`src/rtl/mul_seq_pkg.sv`:
```
// Shared types and constants for the KGP multiply sequencer and the
// hazard unit that stalls on it.
package mul_seq_pkg;

  localparam int MUL_WIDTH   = 32;
  localparam int MUL_LATENCY = 3;

  typedef enum logic [1:0] {
    IDLE = 2'd0,
    MUL  = 2'd1,
    FIX  = 2'd2,
    DONE = 2'd3
  } mul_state_t;

endpackage

```
`src/rtl/unsignedmultiplication.sv`:
```
// Combinational unsigned multiplier. The sequencer gives it a full clock
// cycle, from registered operands to a registered product.
module unsignedmultiplication #(
  parameter int WIDTH = 32
) (
  input  logic [WIDTH-1:0]   a,
  input  logic [WIDTH-1:0]   b,
  output logic [2*WIDTH-1:0] p
);

  assign p = {{WIDTH{1'b0}}, a} * {{WIDTH{1'b0}}, b};

endmodule

```
`src/rtl/mul_sequencer.sv`:
```
// Multicycle mult/multu controller: magnitude conversion, one multiplier
// cycle, sign correction into HI/LO, with busy/done handshake and kill.
module mul_sequencer
  import mul_seq_pkg::*;
#(
  parameter int WIDTH = MUL_WIDTH
) (
  input  logic             clk,
  input  logic             rst,
  input  logic             start,
  input  logic             is_signed,
  input  logic [WIDTH-1:0] op_a,
  input  logic [WIDTH-1:0] op_b,
  input  logic             kill,
  output logic             ready,
  output logic             busy,
  output logic             done,
  output logic [WIDTH-1:0] hi,
  output logic [WIDTH-1:0] lo
);

  mul_state_t           state_reg, state_next;
  logic [WIDTH-1:0]     mag_a_reg, mag_a_next;
  logic [WIDTH-1:0]     mag_b_reg, mag_b_next;
  logic                 neg_reg, neg_next;
  logic [2*WIDTH-1:0]   prod_reg, prod_next;
  logic [2*WIDTH-1:0]   result_reg, result_next;
  logic [2*WIDTH-1:0]   mul_p;

  unsignedmultiplication #(.WIDTH(WIDTH)) u_mul (
    .a (mag_a_reg),
    .b (mag_b_reg),
    .p (mul_p)
  );

  always_ff @(posedge clk) begin
    if (rst) begin
      state_reg  <= IDLE;
      mag_a_reg  <= '0;
      mag_b_reg  <= '0;
      neg_reg    <= 1'b0;
      prod_reg   <= '0;
      result_reg <= '0;
    end else begin
      state_reg  <= state_next;
      mag_a_reg  <= mag_a_next;
      mag_b_reg  <= mag_b_next;
      neg_reg    <= neg_next;
      prod_reg   <= prod_next;
      result_reg <= result_next;
    end
  end

  always_comb begin
    state_next  = state_reg;
    mag_a_next  = mag_a_reg;
    mag_b_next  = mag_b_reg;
    neg_next    = neg_reg;
    prod_next   = prod_reg;
    result_next = result_reg;
    ready       = 1'b0;
    busy        = 1'b0;
    done        = 1'b0;

    unique case (state_reg)
      IDLE: begin
        ready = 1'b1;
        if (start) begin
          // -2^(WIDTH-1) negates to itself, which is the correct unsigned magnitude
          mag_a_next = (is_signed && op_a[WIDTH-1]) ? -op_a : op_a;
          mag_b_next = (is_signed && op_b[WIDTH-1]) ? -op_b : op_b;
          neg_next   = is_signed & (op_a[WIDTH-1] ^ op_b[WIDTH-1]);
          state_next = MUL;
        end
      end
      MUL: begin
        busy       = 1'b1;
        prod_next  = mul_p;
        state_next = FIX;
      end
      FIX: begin
        busy        = 1'b1;
        result_next = neg_reg ? -prod_reg : prod_reg;
        state_next  = DONE;
      end
      DONE: begin
        busy       = 1'b1;
        done       = 1'b1;
        state_next = IDLE;
      end
      default: state_next = IDLE;
    endcase

    // A flush drops any captured request and blocks the FIX write
    if (kill) begin
      state_next  = IDLE;
      mag_a_next  = mag_a_reg;
      mag_b_next  = mag_b_reg;
      neg_next    = neg_reg;
      prod_next   = prod_reg;
      result_next = result_reg;
    end
  end

  assign hi = result_reg[2*WIDTH-1:WIDTH];
  assign lo = result_reg[WIDTH-1:0];

endmodule

```
`config.mk`:
```
export PLATFORM = sky130hd
export DESIGN_NAME = mul_sequencer
export DESIGN_NICKNAME = d
export VERILOG_FILES = /design/src/rtl/mul_seq_pkg.sv /design/src/rtl/unsignedmultiplication.sv /design/src/rtl/mul_sequencer.sv
export SDC_FILE = /design/constraint.sdc
export NUM_CORES = 2
export LEC_CHECK = 0
export CAP_MARGIN = 20
export CORE_UTILIZATION = 59
export DETAILED_ROUTE_END_ITERATION = 8
export GPL_TIMING_DRIVEN = 0
export MAX_ROUTING_LAYER = met4
export PLACE_DENSITY_LB_ADDON = 0.05
export SKIP_CTS_REPAIR_TIMING = 1
export SYNTH_ARGS = -nofsm -noshare
export SYNTH_HDL_FRONTEND = slang
export SYNTH_HIERARCHICAL = 1
export SYNTH_SLANG_ARGS = --single-unit
```
`constraint.sdc`:
```
create_clock -name clk -period 7.2 [get_ports clk]
set_input_delay 1.44 -clock clk [delete_from_list [all_inputs] [get_ports clk]]
set_output_delay 1.44 -clock clk [all_outputs]
set_load 0.01 [all_outputs]
```
* Yosys cells after proc, flatten, opt, wreduce, memory -nomap -nowiden
Cells that the tools add are included.
** Cells by class
- Divide/modulo/power cells :: 0
- Add/sub/neg operators :: 3
- Bitwise logic cells :: 3
- Equal/unequal tests :: 4
- Multiply operators :: 1
- Shift operators :: 0
- Reductions and logical operators :: 8
- Order comparisons :: 0
- Mux-type cells :: 8
** Operator list (count)
- $mul A32 B32 Y64 :: 1
- $mux W32 :: 2
- $mux W64 :: 1
- $neg A32 Y32 :: 2
- $neg A64 Y64 :: 1
- $pmux W2 S4 :: 1
- $eq A2 B2 Y1 const B :: 2
- $reduce_and A2 Y1 :: 2
- $mux W1 :: 3
- $reduce_and A3 Y1 :: 1
- $reduce_or A3 Y1 :: 1
- $eq A2 B1 Y1 const B :: 1
- $logic_and A1 B1 Y1 :: 2
- $logic_not A2 Y1 :: 1
- $mux W2 :: 1
- $ne A2 B2 Y1 const B :: 1
- $reduce_or A2 Y1 :: 1
- $and A1 B1 Y1 :: 1
- $not A1 Y1 :: 1
- $xor A1 B1 Y1 :: 1
** Storage, ports and cells
- Output and inout port bits :: 67
- Input port bits :: 69
- Memories :: 0
- Latch bits :: 0
- Logic and storage cells :: 33
- Flip-flop bits (word level) :: 195
- Memory bits (writable) :: 0
- Bits in read-only memories :: 0

* Longest topological paths before layout
- Word-level depth :: 3
- Gate-level depth with buffers :: 30

* By module
Netlist, hierarchy kept.
** By module, submodules not included
- unsignedmultiplication :: instances 1, cells an instance 3688, area each 33350.7 µm²
- mul_sequencer :: instances 1, cells an instance 1157, area each 9445.3 µm²

* Worst setup path after synthesis
No wires, ideal clock.
- Path kind :: reg-to-reg
- From :: register mag_a_reg[25]
- To :: register prod_reg[56]
- Arrival time :: 7145 ps
- Data required time :: 7130 ps
- Setup slack :: -16 ps
- Clock period less this slack :: 7216 ps
- Cell stages (with the launch flop) :: 27
- Setup time :: 70 ps
- Cell sequence :: dfxtp_1 clkbuf_1 nand2_1 fa_1 inv_1 fa_1 inv_1 fa_1 inv_1 fa_1 fa_1 fa_1 fa_1 inv_1 fa_1 inv_1 ha_1 clkbuf_1 a21o_1 a21o_2 a221o_1 a211oi_4 nor4b_4 o211a_1 a2111oi_2 nand2_1 a21oi_1
** On the way
- Longest elaborated chain between the ends :: 1
** Ends and longest elaborated chain
- start, declared :: line mul_sequencer.sv:23 : logic [WIDTH-1:0] mag_a_reg, mag_a_next;
- start signal, assigned :: line mul_sequencer.sv:46 : mag_a_reg <= mag_a_next;
- $mul A32 B32 Y64 :: line unsignedmultiplication.sv:11 : assign p = {{WIDTH{1'b0}}, a} * {{WIDTH{1'b0}}, b};
- via mul_p[56] :: line mul_sequencer.sv:28 : logic [2*WIDTH-1:0] mul_p;
- end signal, assigned :: line mul_sequencer.sv:49 : prod_reg <= prod_next;
- end, declared :: line mul_sequencer.sv:26 : logic [2*WIDTH-1:0] prod_reg, prod_next;
The timed path passes the listed nets, and every way through them passes these cells.
A chain may end at the register's enable or synchronous reset.

* Worst setup path in the final report
- From :: register mag_b_reg[3]
- To :: register prod_reg[56]
** On the way
- Longest elaborated chain between the ends :: 1
** Ends and longest elaborated chain
- start, declared :: line mul_sequencer.sv:24 : logic [WIDTH-1:0] mag_b_reg, mag_b_next;
- start signal, assigned :: line mul_sequencer.sv:47 : mag_b_reg <= mag_b_next;
- $mul A32 B32 Y64 :: line unsignedmultiplication.sv:11
- via mul_p[56] :: line mul_sequencer.sv:28
The timed path passes the listed nets, and every way through them passes these cells.

==> flow_results.org <==
** Outcome
- Status :: complete, but fails checks
- Violations in the final reports :: negative setup slack

** Yosys
- Area fraction in compound gates after synthesis :: 7.80%
- Synthesis Warnings :: 6
- After synthesis the cells add up to between 0.04 and 0.05 mm2.
- Multiplexer area fraction after synthesis :: 0.140%
- Number of enable-type register cells in the synthesized netlist :: 0
- Post-synthesis share of cell area spent on full adders, half adders and majority gates :: 49.8%
- Counting distinct cell types in the post-synthesis netlist gives between 80 and 90.
- Most common flop cell mapped by yosys :: sky130_fd_sc_hd__dfxtp_1
- The synthesized netlist devotes 3.50% of its cell area to XOR and XNOR gates.
- Largest family of logic cells by synthesized area :: adder cells
- Synthesis inferred around 200 register bits.
- In the synthesized netlist, the number of instances is 4845.
- The average instance in the mapped netlist occupies 8.83 um2.
- Summing the sequential cell areas from Yosys gives slightly above 9% of the chip area.
- Post-synthesis simple-gate area fraction :: 19.2%
- Counting every net in the synthesized netlist gives just over 6k.
- Fraction of registers with async set or reset after synthesis :: 0%

** Critical path
- In this run the worst path has a maximum fanout of 6.
- STA classifies the critical path startpoint as a flop.
- Data on the critical path is required at its endpoint by approximately 7.6 ns.
- Cell-by-cell trace of the critical path :: buf_12, and2_4, fa_2, inv_2, fa_1, fa_2, fa_1, inv_1, fa_1, fa_1, fa_2, fa_2, ha_4, nand4_1, nor3_4, buf_6, a211oi_4, a41oi_4, a211oi_4, nor4b_4, o211a_1, a2111oi_2, nand2_1, a21oi_1
- In this design, the stage delay of the slowest critical-path cell is 0.71 ns.
- The kind of cell with the highest combined delay along the critical path is adder cells.
- The worst setup path is of the flop to flop kind.
- For the worst setup path, the data arrival time is 8.33 ns.
- Slowest library cell on the worst path :: sky130_fd_sc_hd__fa_2
- Element type at the critical path end :: flop
- Critical path buffers and inverters :: 4

** Clock tree
- TritonCTS built the clock tree.
- Counting along the longest clock path gives a buffer depth of 2.
- The tree is rooted in a sky130_fd_sc_hd__clkbuf_16.
- Clock-pin slew was measured on the worst setup and hold paths at 0.11 ns.
- The tree built by TritonCTS fans out to 195 sinks.
- Number of buffers created by CTS :: 17
- The clock tree synthesis step divided the H-tree into 4 levels.
- The clock reaches the later pin of the worst-skew pair after 0.51 ns.

** Die
- Number of rows in the core area :: 98
- Die Outline Area :: roughly 0.074 mm2
- Horizontal extent of the die :: 271 um
- Number of I/O pins :: 136
- The core region is 0.0716 mm2.
- Initial Util :: between 50% and 60%
- The floorplan step set the die height to 271 um.

** STA
- Setup slack of the critical path after layout :: -0.692 ns
- After layout, the worst path uses 110% of the clock period.
- For the finished layout, the period the worst path requires is 7.89 ns.
- Across the routed clock network, the largest skew measured is 0.0305 ns.
- Adding up every negative setup slack in the final design gives -11.07 ns.
- The final count of hold timing violations was 0.
- RSZ-0062 raised after global routing :: true
- Number of max-slew violations in the final report :: 0
- In this run the tightest slew margin relative to its limit is 19.0%.
- Derived from the worst setup path, the maximum achievable clock frequency is 0.127 GHz.
- Actual slew at the worst max-slew pin :: between 1 and 1.5 ns
- Final setup violating endpoints :: 33

** Detailed routing
- In the final routed layout, each cell accounts on average for 28.2 um.
- The final layout contains routed wiring with a total length of 172000 um.
- Remaining DRCs :: 0
- Dividing the detail-routed via count by the number of cells gives about 6.0.
- Total via count after detailed routing :: 36.8k
- Detailed router's first-iteration violation count :: between 3k and 4k
- For this run, the detailed router's first-pass iteration total came to 8.
- Post-route antenna net violation count :: 0

** Global routing
- Wire length of the first global-routing pass :: 246000 um
- The via count of the first global-routing pass came to 37.0k.
- Global Route Usage Sum :: between 40 and 50%
- Largest net degree at the start of global routing :: 21
- The initial antenna violation count came to 29.
- Overflow left after global routing :: 0

** Placement
- The wire-length estimate of the detail-placed layout is 137000 um.
- Number of port buffers :: 134
- Routability-driven placement finished with a final weighted congestion of around 1.1.

** Layout
- In the final design database the tool counted 6321 nets.
- From synthesis to final layout, the design area changed by 14.8%.
- The post-route netlist has a little under an eighth of its cells at a drive strength greater than 1.
- Leading cell type in the layout, fill and taps excluded :: sky130_fd_sc_hd__inv_1
- Total of fill cells in the finished design :: about 5.9k
- At the end of the flow the core is filled with cells to 68.6%.
- In the layout the commonest cells are 866 x sky130_fd_sc_hd__inv_1, 841 x sky130_fd_sc_hd__fa_1, 666 x sky130_fd_sc_hd__nand2_1.

** Power
- The analysis attributes to cell leakage a power of 23.0 nW.
- Power density over cell area :: 127 mW/mm2
- Peak ir drop on the vdd network :: 0.000169 V

** Flow run
- Across the run, the number of max-cap violations was 0.

** Min path
- The min-delay analysis places its worst path in the category flop to flop.
## worst paths after layout
path,slack (ns),start,cells past startpoint,to
worst max-delay path,-0.69,mag_b_reg[3]$_SDFFE_PP0P_,24,prod_reg[56]$_SDFFE_PP0P_
worst min-delay path,0.46,result_reg[60]$_SDFFE_PP0P_,2,result_reg[60]$_SDFFE_PP0P_
worst max register to register,-0.69,mag_b_reg[3]$_SDFFE_PP0P_,24,prod_reg[56]$_SDFFE_PP0P_
worst min register to register,0.46,result_reg[60]$_SDFFE_PP0P_,2,result_reg[60]$_SDFFE_PP0P_
## routing by layer
metal  GRT usage [%]  routed length (um)  up-vias
met5               -                   0        -
met4            37.3               15900        0
met3            12.8               21100      695
met2            69.0               73700     2345
met1            58.5               60800    18500
li1                -                   -    15300
## kinds of logic (layout without fill, tap and decap cells)
group           count (synthesis)  after routing
xor+xnor                      171            171
other cells                     0             40
mux                             6              6
flops                         195            195
compound gates                508            508
fa+ha+maj                    1166           1166
buf+inv                      1166           1420
simple gates                 1633           1633
## stage by stage
step / instance area, um2 / hold WS, ns / std cells / power (mW) / worst slack, ns
6_report: 49100 / 0.462 / 6089 / 6.23 / -0.692
5_1_grt: 49100 / 0.494 / 6080 / 6.46 / -0.752
3_5_place_dp: 45400 / 0.445 / 5933 / 4.40 / -2.31
4_1_cts: 46000 / 0.463 / 5965 / 5.51 / -2.36
2_1_floorplan: 42800 / 0.448 / 4845 / 3.14 / 0.0236
3_3_place_gp: 45300 / 0.438 / 5929 / 4.38 / -2.36
## Yosys cell counts, types with 4 or more instances
cell type / instances / share of area, %
sky130_fd_sc_hd__o211ai_1: 4 / 0.070
sky130_fd_sc_hd__and2_1: 606 / 8.9
sky130_fd_sc_hd__a31oi_1: 20 / 0.29
sky130_fd_sc_hd__buf_1: 4 / 0.035
sky130_fd_sc_hd__buf_6: 8 / 0.21
sky130_fd_sc_hd__nor2_1: 163 / 1.4
sky130_fd_sc_hd__o21bai_1: 11 / 0.19
sky130_fd_sc_hd__dfxtp_1: 195 / 9.1
sky130_fd_sc_hd__nor4_1: 15 / 0.22
sky130_fd_sc_hd__mux2i_1: 6 / 0.14
sky130_fd_sc_hd__o21a_1: 6 / 0.11
sky130_fd_sc_hd__nand2_1: 672 / 5.9
sky130_fd_sc_hd__nand2b_1: 6 / 0.088
sky130_fd_sc_hd__or3_1: 16 / 0.23
sky130_fd_sc_hd__fa_1: 896 / 42
sky130_fd_sc_hd__nor3_1: 26 / 0.30
sky130_fd_sc_hd__and3_1: 11 / 0.16
sky130_fd_sc_hd__nor3b_1: 5 / 0.088
sky130_fd_sc_hd__inv_1: 878 / 7.7
sky130_fd_sc_hd__ha_1: 270 / 7.9
sky130_fd_sc_hd__a21oi_1: 162 / 1.9
sky130_fd_sc_hd__o22ai_1: 4 / 0.058
sky130_fd_sc_hd__xnor2_1: 75 / 1.5
sky130_fd_sc_hd__o31ai_1: 30 / 0.53
sky130_fd_sc_hd__a21o_1: 23 / 0.40
sky130_fd_sc_hd__nor2b_1: 12 / 0.18
sky130_fd_sc_hd__a211oi_1: 93 / 1.6
sky130_fd_sc_hd__o41ai_1: 15 / 0.31
sky130_fd_sc_hd__clkbuf_1: 269 / 2.4
sky130_fd_sc_hd__or4_1: 18 / 0.32
sky130_fd_sc_hd__nand3b_1: 5 / 0.088
sky130_fd_sc_hd__or2_2: 8 / 0.12
sky130_fd_sc_hd__nand3_1: 25 / 0.29
sky130_fd_sc_hd__o21ai_0: 83 / 0.97
sky130_fd_sc_hd__xor2_1: 96 / 2.0
sky130_fd_sc_hd__a21boi_0: 9 / 0.16
sky130_fd_sc_hd__nand4_1: 20 / 0.29
sky130_fd_sc_hd__a311oi_1: 10 / 0.20
## cell type report
| type | instances | area [um2] | share of cell area (%) |
|---|---|---|---|
| clock buffer | 17 | 425 | 0.866 |
| buffer | 281 | 2220 | 4.51 |
| tap | 950 | 1190 | 2.42 |
| multi-input combinational | 3484 | 35300 | 71.9 |
| timing repair buffer | 229 | 2320 | 4.72 |
| antenna | 40 | 100 | 0.204 |
| sequential | 195 | 4070 | 8.29 |
| clock inverter | 15 | 176 | 0.359 |
| inverter | 878 | 3300 | 6.71 |
## worst reg2reg max path, stage by stage (launching register included)
cell                        delay, ns
sky130_fd_sc_hd__dfxtp_4         0.43
sky130_fd_sc_hd__buf_12          0.18
sky130_fd_sc_hd__and2_4          0.15
sky130_fd_sc_hd__fa_2            0.57
sky130_fd_sc_hd__inv_2           0.06
sky130_fd_sc_hd__fa_1            0.56
sky130_fd_sc_hd__fa_2            0.50
sky130_fd_sc_hd__fa_1            0.50
sky130_fd_sc_hd__inv_1           0.05
sky130_fd_sc_hd__fa_1            0.48
sky130_fd_sc_hd__fa_1            0.54
sky130_fd_sc_hd__fa_2            0.49
sky130_fd_sc_hd__fa_2            0.71
sky130_fd_sc_hd__ha_4            0.26
sky130_fd_sc_hd__nand4_1         0.19
sky130_fd_sc_hd__nor3_4          0.07
sky130_fd_sc_hd__buf_6           0.13
sky130_fd_sc_hd__a211oi_4        0.39
sky130_fd_sc_hd__a41oi_4         0.26
sky130_fd_sc_hd__a211oi_4        0.41
sky130_fd_sc_hd__nor4b_4         0.11
sky130_fd_sc_hd__o211a_1         0.24
sky130_fd_sc_hd__a2111oi_2       0.32
sky130_fd_sc_hd__nand2_1         0.08
sky130_fd_sc_hd__a21oi_1         0.14
## power breakdown
part / switching (mW) / total (mW) / internal [mW]
clock: 0.597 / 1.10 / 0.502
combinational: 2.41 / 3.90 / 1.48
sequential: 0.111 / 1.23 / 1.12
total: 3.12 / 6.23 / 3.11
Note: power is estimated with default switching activity, not from simulation.
